File: src/rtl/hex_word_sender_if.sv
// hex_word_sender_if: word-in / ASCII-byte-out handshake bundle
// master: word producer + byte consumer (drives in_data/in_valid/out_ready)
// slave : hex_word_sender (drives in_ready/out_data/out_valid)
interface hex_word_sender_if #(
  parameter int WORD_WIDTH = 32
);
  logic [WORD_WIDTH-1:0] in_data;
  logic                  in_valid;
  logic                  in_ready;
  logic [7:0]            out_data;
  logic                  out_valid;
  logic                  out_ready;
  modport master (output in_data, in_valid, out_ready, input in_ready, out_data, out_valid);
  modport slave  (input in_data, in_valid, out_ready, output in_ready, out_data, out_valid);
endinterface

File: src/rtl/hex_word_sender.sv
// hex_word_sender: serialises binary words into ASCII hex digits (MSB nibble first), optional CR LF
// clock   : rising-edge system clock
// reset_n : synchronous active-low reset
// bus     : slave side of hex_word_sender_if (word in_*, ASCII byte out_*), all outputs registered
module hex_word_sender #(
  parameter int WORD_WIDTH = 32,
  parameter bit NEWLINE    = 1'b1,
  parameter bit UPPERCASE  = 1'b1
) (
  input  logic               clock,
  input  logic               reset_n,
  hex_word_sender_if.slave   bus
);
  localparam int DIGITS = WORD_WIDTH / 4;
  localparam int IW     = (DIGITS > 1) ? $clog2(DIGITS) : 1;
  localparam logic [1:0] S_IDLE = 2'd0;
  localparam logic [1:0] S_HEX  = 2'd1;
  localparam logic [1:0] S_CR   = 2'd2;
  localparam logic [1:0] S_LF   = 2'd3;
  logic [1:0]            r_state;
  logic [WORD_WIDTH-1:0] r_word;
  logic [IW-1:0]         r_idx;
  logic                  r_in_ready;
  logic                  r_out_valid;
  logic [7:0]            r_out_data;
  logic                  w_out_hs;
  logic                  w_in_hs;
  logic [IW-1:0]         w_next_idx;
  logic [WORD_WIDTH-1:0] w_shift;
  function automatic logic [7:0] to_ascii(input logic [3:0] nib);
    return (nib < 4'd10) ? 8'h30 + {4'h0, nib} : (UPPERCASE ? 8'h37 : 8'h57) + {4'h0, nib};
  endfunction
  assign w_out_hs   = r_out_valid && bus.out_ready;
  assign w_in_hs    = r_in_ready && bus.in_valid;
  assign w_next_idx = r_idx - 1'b1;
  // shift rather than indexed part-select keeps the select width-agnostic for any DIGITS
  assign w_shift    = r_word >> {w_next_idx, 2'b00};
  always_ff @(posedge clock) begin
    if (!reset_n) begin
      r_state     <= S_IDLE;
      r_word      <= '0;
      r_idx       <= '0;
      r_in_ready  <= 1'b0;
      r_out_valid <= 1'b0;
      r_out_data  <= 8'h00;
    end else begin
      case (r_state)
        S_IDLE: begin
          if (w_in_hs) begin
            r_word      <= bus.in_data;
            r_out_data  <= to_ascii(bus.in_data[WORD_WIDTH-1 -: 4]);
            r_out_valid <= 1'b1;
            r_in_ready  <= 1'b0;
            r_idx       <= IW'(DIGITS - 1);
            r_state     <= S_HEX;
          end else begin
            r_in_ready  <= 1'b1;
          end
        end
        S_HEX: begin
          if (w_out_hs) begin
            if (r_idx == '0) begin
              if (NEWLINE) begin
                r_out_data  <= 8'h0D;
                r_state     <= S_CR;
              end else begin
                r_out_valid <= 1'b0;
                r_in_ready  <= 1'b1;
                r_state     <= S_IDLE;
              end
            end else begin
              r_idx      <= w_next_idx;
              r_out_data <= to_ascii(w_shift[3:0]);
            end
          end
        end
        S_CR: begin
          if (w_out_hs) begin
            r_out_data <= 8'h0A;
            r_state    <= S_LF;
          end
        end
        default: begin
          if (w_out_hs) begin
            r_out_valid <= 1'b0;
            r_in_ready  <= 1'b1;
            r_state     <= S_IDLE;
          end
        end
      endcase
    end
  end
  assign bus.in_ready  = r_in_ready;
  assign bus.out_valid = r_out_valid;
  assign bus.out_data  = r_out_data;
endmodule

File: src/flat_wrapper.sv
// flat-port wrapper written by rule: the top's interface ports become plain ports
module hex_word_sender_flat 
#(
  parameter int WORD_WIDTH = 32,
  parameter bit NEWLINE    = 1'b1,
  parameter bit UPPERCASE  = 1'b1
)
  (clock, reset_n, bus_in_data, bus_in_valid, bus_out_ready, bus_in_ready, bus_out_data, bus_out_valid);
  hex_word_sender_if #(.WORD_WIDTH(WORD_WIDTH)) bus_i ();
  input  logic clock;
  input  logic reset_n;
  input wire logic [$bits(bus_i.in_data)-1:0] bus_in_data;
  input wire logic [$bits(bus_i.in_valid)-1:0] bus_in_valid;
  input wire logic [$bits(bus_i.out_ready)-1:0] bus_out_ready;
  output wire logic [$bits(bus_i.in_ready)-1:0] bus_in_ready;
  output wire logic [$bits(bus_i.out_data)-1:0] bus_out_data;
  output wire logic [$bits(bus_i.out_valid)-1:0] bus_out_valid;
  assign bus_i.in_data = bus_in_data;
  assign bus_i.in_valid = bus_in_valid;
  assign bus_i.out_ready = bus_out_ready;
  assign bus_in_ready = bus_i.in_ready;
  assign bus_out_data = bus_i.out_data;
  assign bus_out_valid = bus_i.out_valid;
  hex_word_sender #(.WORD_WIDTH(WORD_WIDTH), .NEWLINE(NEWLINE), .UPPERCASE(UPPERCASE)) u_core (.clock(clock), .reset_n(reset_n), .bus(bus_i));
endmodule
File: config.mk
export PLATFORM = sky130hd
export DESIGN_NAME = hex_word_sender_flat
export DESIGN_NICKNAME = d
export VERILOG_FILES = /design/src/rtl/hex_word_sender_if.sv /design/src/rtl/hex_word_sender.sv /design/src/flat_wrapper.sv
export SDC_FILE = /design/constraint.sdc
export NUM_CORES = 1
export LEC_CHECK = 0
export CORE_UTILIZATION = 55
export CTS_BUF_LIST = sky130_fd_sc_hd__clkbuf_4 sky130_fd_sc_hd__clkbuf_8
export CTS_CLUSTER_DIAMETER = 200
export DETAILED_ROUTE_END_ITERATION = 7
export DONT_BUFFER_PORTS = 1
export GPL_ROUTABILITY_DRIVEN = 0
export MAX_ROUTING_LAYER = met4
export PLACE_DENSITY = 0.67
export SYNTH_ARGS = -nofsm -noshare
export SYNTH_HDL_FRONTEND = slang
export SYNTH_SLANG_ARGS = --single-unit
File: constraint.sdc
create_clock -name clock -period 3.97 [get_ports clock]
set_input_delay 0.5955 -clock clock [delete_from_list [all_inputs] [get_ports clock]]
set_output_delay 0.5955 -clock clock [all_outputs]
set_load 0.01 [all_outputs]
### After elaboration in Yosys (flattened, before gate mapping)

Index checks and enable logic that the tools add are counted.

| word-level totals | value |
|---|---|
| output and inout bits | 10 |
| word-level logic and storage cells | 59 |
| input port bits | 36 |
| flip-flop bits (word level) | 47 |

| operators by class | value |
|---|---|
| shift-type cells | 1 |
| reduce and logical (&&, ||, !) cells | 14 |
| order comparisons | 2 |
| $add $sub $neg | 5 |
| bitwise gates (word level) | 1 |
| eq/ne operators | 7 |
| muxes and demuxes | 23 |

Operators by type and width:

| kind | number |
|---|---|
| 8-bit two-way mux | 6 |
| 32-bit by 5-bit >> shifter with 4-bit output | 1 |
| 6-bit by 4-bit adder with 7-bit output (first input constant) | 4 |
| 8-bit one-hot mux with 3 select lines | 1 |
| 2-bit two-way mux | 5 |
| 3-bit two-way mux | 3 |
| 4-bit less-than comparator (second input constant) | 2 |
| 2-bit by 1-bit != test with 1-bit output (second input constant) | 4 |
| 4-bit AND reduction | 2 |
| 2-bit one-hot mux with 3 select lines | 1 |
| 3-bit one-hot mux with 2 select lines | 1 |
| 5-bit AND reduction | 1 |
| 1-bit two-way mux | 4 |
| 1-bit one-hot mux with 2 select lines | 2 |
| 2-bit AND reduction | 2 |
| 2-bit nonzero test | 2 |
| 3-bit zero test | 1 |
| 3-bit AND reduction | 1 |
| 3-bit nonzero test | 1 |
| 3-bit by 1-bit subtractor with 3-bit output (second input constant) | 1 |
| 2-bit by 1-bit == test with 1-bit output (second input constant) | 1 |
| 2-bit == test (second input constant) | 1 |
| 1-bit logical AND | 2 |
| 2-bit zero test | 1 |
| 3 further kinds | 3 |

### Depth between registers and ports, before layout

Gate-level depths: netlist of the first run.

| logic depth | value |
|---|---|
| depth in word-level cells | 7 |
| mapped depth | 10 |
| mapped depth without buffers | 8 |

### Least setup slack after synthesis of the first run

Ideal clock, no wire load.

| timing path | value |
|---|---|
| path type | flip-flop to flip-flop |
| from | register u_core.r_idx[0] |
| to | register u_core.r_out_data[6], in the netlist u_core.bus.out_data[6] |
| library setup time | 0.114 ns |
| required time | 3.856 ns |
| cell stages (with the launch flop) | 10 |
| data arrival time | 2.284 ns |
| path slack | 1.572 ns |
| clock period less this slack | 2.398 ns |
| path buffers | 3 |
| cells stage by stage | dfxtp_1 clkinv_1 ha_1 buf_4 buf_2 buf_1 mux4_2 mux2i_1 o21ai_1 a21o_1 |

| between the ends | value |
|---|---|
| longest elaborated chain between the ends | 7 |
| elaborated cells between the ends (all ways) | 10 |
| those cells by class | add/sub: 3; order compare: 1; shift: 1; mux: 4; reduce/logical: 1 |

RTL lines:

| what | RTL line | text |
|---|---|---|
| start, declared | hex_word_sender.sv:22 | `logic [IW-1:0] r_idx;` |
| start signal, assigned | hex_word_sender.sv:54 | `r_idx <= IW'(DIGITS - 1);` |
| start signal, assigned | hex_word_sender.sv:72 | `r_idx <= w_next_idx;` |
| 3-bit by 1-bit subtractor with 3-bit output | hex_word_sender.sv:35 | `assign w_next_idx = r_idx - 1'b1;` |
| 32-bit by 5-bit >> shifter with 4-bit output | hex_word_sender.sv:37 | `assign w_shift = r_word >> {w_next_idx, 2'b00};` |
| 6-bit by 4-bit adder with 7-bit output or 4-bit less-than comparator (tied branches) | hex_word_sender.sv:31 | `return (nib < 4'd10) ? 8'h30 + {4'h0, nib} : (UPPERCASE ? 8'h37 : 8'h57) + {4'h0, nib};` |
| 8-bit two-way mux | hex_word_sender.sv:31 |  |
| 8-bit two-way mux * | hex_word_sender.sv:62 | `if (r_idx == '0) begin` |
| 8-bit two-way mux * | hex_word_sender.sv:61 | `if (w_out_hs) begin` |
| 8-bit one-hot mux with 3 select lines * | hex_word_sender.sv:47 | `case (r_state)` |
| end signal, assigned | hex_word_sender.sv:51 | `r_out_data <= to_ascii(bus.in_data[WORD_WIDTH-1 -: 4]);` |
| end signal, assigned | hex_word_sender.sv:73 | `r_out_data <= to_ascii(w_shift[3:0]);` |
| end, declared | hex_word_sender.sv:25 | `logic [7:0] r_out_data;` |

Mark *: on every way between the ends. The rest lies on a longest branch, timed or not. The select of a mux whose other input is x is not followed.
A chain may end at the register's enable or synchronous reset.

### Worst setup path after layout of the first run

| timing path | value |
|---|---|
| from | register u_core.r_idx[0] |
| to | register u_core.r_out_data[1], in the netlist u_core.bus.out_data[1] |

Same word-level chain as after synthesis.

==> qor.yml, run 1 <==
dp_hpwl_mm: 4.18
nets: 363
antenna_found_initial: 0
final_core_util_pct: 61.1
fin_tns_setup_ns: 0
finalCritPeriodShare_pct: 74.2
yosysWarnings: 0
period_needed_ns: 2.95
async_flop_share_pct: 0
placed_cells: 364
post_cts_buffers: 0
setup.worst_path.start: "u_core.r_idx[0]$_SDFFE_PN0P_"
routed-via-count: 2233
finalHoldViolations: 0
die-area_mm2: 0.00507
start_util_pct: 58.9
drt_first_pass_iters: 6
synth_edf_count: 0
power_density_mw_per_mm2: 748
syn_to_final_growth_pct: 3.80
rsz0062_at_grt: "no"
wl_mm: 5.82
cts_buffers: 5
setup_slack_ns: 1.02
arrival_ns: 3.15
cts_sinks: 46
relSlewSlack_pct: 32.3
crit_required_ns: 4.18
critPathKind: "reg2reg"
worst_pin_slew_ns: 1.02
crit_slowest_cell: "ha_1"
leakagePower_uw: 0.000961
syn_avg_cell_area_um2: 8.01
worstPathMaxFanout: 11
crit_buf_inv: 2
detail_route.wl_per_cell_um: 15.7
path_clk_slew_ns: 0.09
path_cells: "buf_4 -> clkinv_1 -> ha_1 -> mux4_2 -> mux2i_1 -> ha_1 -> a221oi_1"
critPathMaxStageDelay_ns: 0.67
avgViaCountPerCell: 6.00
preCtsSetupSlack_ns: 1.07
worstSetupStartpointType: "flop"
drcViolationCount: 2
setup_viol: 0
grt_pass1_wl_mm: 9.67
ir_worst_vdd_uv: 465
clockBufferDepth: 2
hold_buffers: 0
final_cells: 372
clock_skew_ns: 0.00508
cts_htree_levels: 2
critPathTopFamily: "adder cells"
ant_nets: 0
netlist_area_mm2: 0.00264
cts-root-buf: "clkbuf_8"
hold_path_startpoint: "reset_n"
syn_nets: 373
synth_area_leaders: "dfxtp_1 35%, nand2_1 11%, a21oi_1 8.5%, ha_1 3.8%, mux2i_1 3.8%"
initialDrtViolationCount: 144
synth.distinct_cells: 52
status: "complete, but fails checks"
synth_ff_type: "dfxtp_1"
core_area_mm2: 0.00447
synth_top_area_cell: "dfxtp_1"
fp.dieH_um: 71.2
netlist_top_cells_count: "75 x nand2_1, 46 x dfxtp_1, 45 x a21oi_1"
drive_gt1_share_pct: 9.38
yosysMostFrequentCell: "nand2_1"
ys_seq_area_share_pct: 34.9
r2r_start: "u_core.r_idx[0]$_SDFFE_PN0P_"
netlist.area_leader.share_pct: 34.9
grt_max_degree: 43
grt_usage_pct: 25.0
n_fill_cell: 408
grt_pass1_vias: 2016
diodes: 0
cts_tree: "yes"
drv_cap: 0
slew_viol_final: 0
ios: 46
cp-end-kind: "flop"
die_w_um: 71.2
crit_top_cell: "ha_1"
synth-seq-cells: 46
violations: "DRC"
fp-row-count: 24
grt-ovfl-total: 0
synth_cells: 329
hp-class: "in2reg"
portBuffers: 0
cts-resized-gates: 0
fmax_ghz: 0.339
insertion_delay_ns: 0.30
## cell usage in the layout, fill, tap and decap left out, types with 2 or more instances in the layout
cell,count
a2111oi_2,3
a21boi_0,2
a21o_1,2
a21oi_1,45
a311oi_1,2
a31oi_1,3
and3_1,2
buf_4,5
clkbuf_8,5
clkinv_1,2
dfxtp_1,46
ha_1,8
inv_1,6
mux2i_1,10
mux4_1,2
mux4_2,4
nand2_1,75
nand2b_1,5
nand3_1,14
nand4_1,3
nand4b_1,2
nor2_1,23
nor2b_1,5
nor3_1,2
nor3_2,2
nor4_2,2
o2111ai_1,2
o211ai_1,8
o21ai_0,5
o21ai_1,2
## state kept, by name, summed over array words and instances, names as in the netlist
| signal | flops |
|---|---|
| u_core.bus.in_ready | 1 |
| u_core.bus.out_data | 7 |
| u_core.bus.out_valid | 1 |
| u_core.r_idx | 3 |
| u_core.r_state | 2 |
| u_core.r_word | 32 |
## routing by layer
| layer | global-route usage [%] | wire, um | vias up | part of all wire, % |
|---|---|---|---|---|
| li1 | - | - | 1138 | - |
| met2 | 34.9 | 2450 | 68 | 42 |
| met3 | 4.50 | 294 | 9 | 5.0 |
| met1 | 36.7 | 2990 | 1018 | 51 |
| met4 | 7.78 | 89 | 0 | 1.5 |
| met5 | - | 0 | - | 0 |
## stage by stage
stage / total power (uW) / area [um2] / hold WS (ns)
2_1_floorplan: 1550 / 2640 / 0.433
3_3_place_gp: 1740 / 2650 / 0.447
5_1_grt: 2210 / 2740 / 0.409
3_5_place_dp: 1760 / 2650 / 0.449
4_1_cts: 2050 / 2740 / 0.412
6_report: 2040 / 2740 / 0.418
## worst register-to-register path, delay by kind of cell (launching register included)
kind,cells,cell delay (ns)
adder cells (fa/ha/maj),2,0.97
AO/OA/AOI/OAI,1,0.26
buffers and inverters,2,0.45
multiplexers,2,0.86
flip-flops,1,0.31
## power by group
part / total, uW / internal [uW] / switching [uW]
logic: 1080 / 439 / 645
registers: 671 / 562 / 110
clock network: 289 / 124 / 166
total: 2040 / 1120 / 920
## cell type report
cell class / instances / area (um2) / share of cell area, %
clock buffer: 5 / 68.8 / 2.52
sequential: 46 / 921 / 33.7
clock inverter: 3 / 21.3 / 0.778
multi-input combinational: 253 / 1590 / 58.2
tap: 52 / 65.1 / 2.38
inverter: 8 / 30.0 / 1.10
timing repair buffer: 5 / 37.5 / 1.37
## path summary, 6_finish.rpt
path                                         endpoint  slack, ns  depth (start not counted)
setup / recovery  u_core.bus.out_data[1]$_SDFFE_PN0P_       1.02                          7
hold / removal    u_core.bus.out_data[3]$_SDFFE_PN0P_       0.42                          1
setup reg to reg  u_core.bus.out_data[1]$_SDFFE_PN0P_       1.02                          7
hold reg to reg        u_core.r_word[28]$_SDFFE_PN0P_       0.46                          2
## logic make-up (layout without fill, tap and decap cells)
kind of cell | after synthesis | after routing | share of synthesized area [%]
and+or+nand+nor | 139 | 139 | 24.2
adders and majority gates | 8 | 8 | 3.80
other | 1 | 1 | 0.142
DFF | 46 | 46 | 34.9
buffers and inverters | 30 | 21 | 4.65
AOI/OAI and AO/OA | 86 | 86 | 21.0
muxes | 16 | 16 | 9.21
xor gates and xnor gates | 3 | 3 | 1.99
No activity file was read; power rests on OpenSTA's default activity.
==> run 2: changes to the inputs <==
--- a/config.mk
+++ b/config.mk
@@ -12,7 +12,7 @@
 export DONT_BUFFER_PORTS = 1
 export GPL_ROUTABILITY_DRIVEN = 0
 export MAX_ROUTING_LAYER = met4
-export PLACE_DENSITY = 0.67
+export PLACE_DENSITY = 0.7
 export SYNTH_ARGS = -nofsm -noshare
 export SYNTH_HDL_FRONTEND = slang
 export SYNTH_SLANG_ARGS = --single-unit
==> constraint.sdc (replaced) <==
create_clock -name clock -period 2.55 [get_ports clock]
set_input_delay 0.3825 -clock clock [delete_from_list [all_inputs] [get_ports clock]]
set_output_delay 0.3825 -clock clock [all_outputs]
set_load 0.01 [all_outputs]
==> run 2 against run 1 <==
Effect of this change:
- the flow still finishes with violations (DRC)
- sequential power rose by 56%
- worst hold slack lost 0.23 ns
- clock power grew 65%
- total power grew 64%
- sequential share of layout area decreased by 0.88 points
- clock-buffer cell count unchanged
- non-clock buffer count is 7 higher
- cell area is 2.7% higher
- worst setup slack worse by 0.82 ns
- die area stayed put
- critical endpoint is now u_core.bus.out_data[6]$_SDFFE_PN0P_
==> qor.yml, run 2 (synthesis results as in run 1) <==
status: "complete, but fails checks"
violations: "DRC"
grt_max_degree: 33
arrival_ns: 2.56
critPathTopFamily: "multiplexers"
routed-via-count: 2300
worstSetupStartpointType: "flop"
grt_pass1_vias: 2176
n_fill_cell: 409
drv_cap: 0
drive_gt1_share_pct: 11.9
fp-row-count: 24
fin_tns_setup_ns: 0
clockBufferDepth: 2
worstPathMaxFanout: 4
final_core_util_pct: 62.8
cp-end-kind: "flop"
period_needed_ns: 2.34
fmax_ghz: 0.427
crit_slowest_cell: "mux4_2"
die_w_um: 71.2
cts_htree_levels: 2
die-area_mm2: 0.00507
pwr-share-seq_pct: 31.3
layout_common_cells: "75 x nand2_1, 46 x dfxtp_1, 45 x a21oi_1"
combPwrFrac_pct: 54.5
p_sw_uw: 1490
crit_required_ns: 2.76
r2r_start: "u_core.r_idx[0]$_SDFFE_PN0P_"
finalCritPeriodShare_pct: 91.9
leakagePower_uw: 0.000999
grt-busiest-layer: "met2"
setup_viol: 0
grt_usage_pct: 27.1
core_area_mm2: 0.00447
grt_use_met2_pct: 38.7
hold_buffers: 0
ant_nets: 0
drcViolationCount: 2
syn_to_final_growth_pct: 6.60
ir_worst_vdd_uv: 611
portBuffers: 0
critPathMaxStageDelay_ns: 0.56
detail_route.wl_per_cell_um: 16.2
p_sw_share_pct: 44.4
top_register: "u_core.r_word"
rsz0062_at_grt: "no"
cts_tree: "yes"
placed_cells: 369
antenna_found_initial: 0
path_clk_slew_ns: 0.09
insertion_delay_ns: 0.31
hp-class: "in2reg"
diodes: 0
avgViaCountPerCell: 6.07
final_cells: 379
grt-ovfl-total: 0
dp_hpwl_mm: 4.47
placed_cell_area_mm2: 0.00268
wl_mm: 6.13
nets: 370
clockPowerShare_pct: 14.2
drt_first_pass_iters: 7
finalHoldViolations: 0
worst_pin_slew_ns: 0.555
start_util_pct: 58.9
relSlewSlack_pct: 63.0
fin_area_mm2: 0.00281
clock_skew_ns: 0.00454
crit_buf_inv: 1
layout_commonest_cell: "nand2_1"
cts-root-buf: "clkbuf_8"
grtUsageMet3_pct: 5.34
power_density_mw_per_mm2: 1200
use_met1_pct: 38.6
fp.dieH_um: 71.2
cts_buffers: 5
path_cells: "clkinv_1 -> ha_1 -> xnor2_2 -> mux4_2 -> mux2i_1 -> o21ai_1 -> a21o_1"
power_report.internal_total_uw: 1870
grt_pass1_wl_mm: 10.4
cts_sinks: 46
p_total_uw: 3360
critPathKind: "reg2reg"
initialDrtViolationCount: 244
largest_reg_flops: 32
hold_path_startpoint: "bus_in_data[5]"
setup.worst_path.start: "u_core.r_idx[0]$_SDFFE_PN0P_"
ios: 46
slew_viol_final: 0
[run 2: path summary, 6_finish.rpt]
kind / slack (ns) / cells past startpoint / end
hold / removal: 0.19 / 2 / u_core.r_word[5]$_SDFFE_PN0P_
hold reg to reg: 0.46 / 2 / u_core.r_word[28]$_SDFFE_PN0P_
setup reg to reg: 0.21 / 7 / u_core.bus.out_data[6]$_SDFFE_PN0P_
setup / recovery: 0.21 / 7 / u_core.bus.out_data[6]$_SDFFE_PN0P_
[run 2: layout make-up]
cell class | instances | area, um2 | share of cell area (%)
Multi-Input combinational cell | 253 | 1610 | 57.3
Sequential cell | 46 | 921 | 32.8
Timing Repair Buffer | 12 | 90.1 | 3.21
Clock buffer | 5 | 68.8 | 2.45
Tap cell | 52 | 65.1 | 2.32
Inverter | 8 | 30.0 | 1.07
Clock inverter | 3 | 25.0 | 0.891
[run 2: power groups by stage]
stage / Clock (uW) / Combinational (uW) / Sequential [uW]
4_1_cts: 485 / 1730 / 1050
3_3_place_gp: 0 / 1700 / 1060
2_1_floorplan: 0 / 1390 / 1020
6_report: 476 / 1830 / 1050
3_5_place_dp: 0 / 1730 / 1070
5_1_grt: 519 / 2020 / 1080
[run 2: through the flow]
stage | setup WS [ns] | hold WS (ns)
after global routing | 0.00872 | 0.183
after global placement | 0.177 | 0.445
after floorplan | 0.152 | 0.433
after detailed placement | 0.0543 | 0.449
final | 0.206 | 0.192
after CTS | 0.0473 | 0.187
[run 2: worst reg2reg max path, cell delays in order (launching register included)]
cell      delay [ns]
dfxtp_1         0.34
clkinv_1        0.10
ha_1            0.32
xnor2_2         0.35
mux4_2          0.56
mux2i_1         0.25
o21ai_1         0.15
a21o_1          0.17
[run 2: per-layer routing]
metal	share of wire, %	wire [um]
met5	0	0
met1	49	2990
met2	45	2770
met3	4.6	280
met4	1.5	90
[run 2: repair_timing]
action | CTS | global route
endpoints found under the setup margin | 0 | 4
buffers inserted | 0 | 2
gates resized for setup | 0 | 3
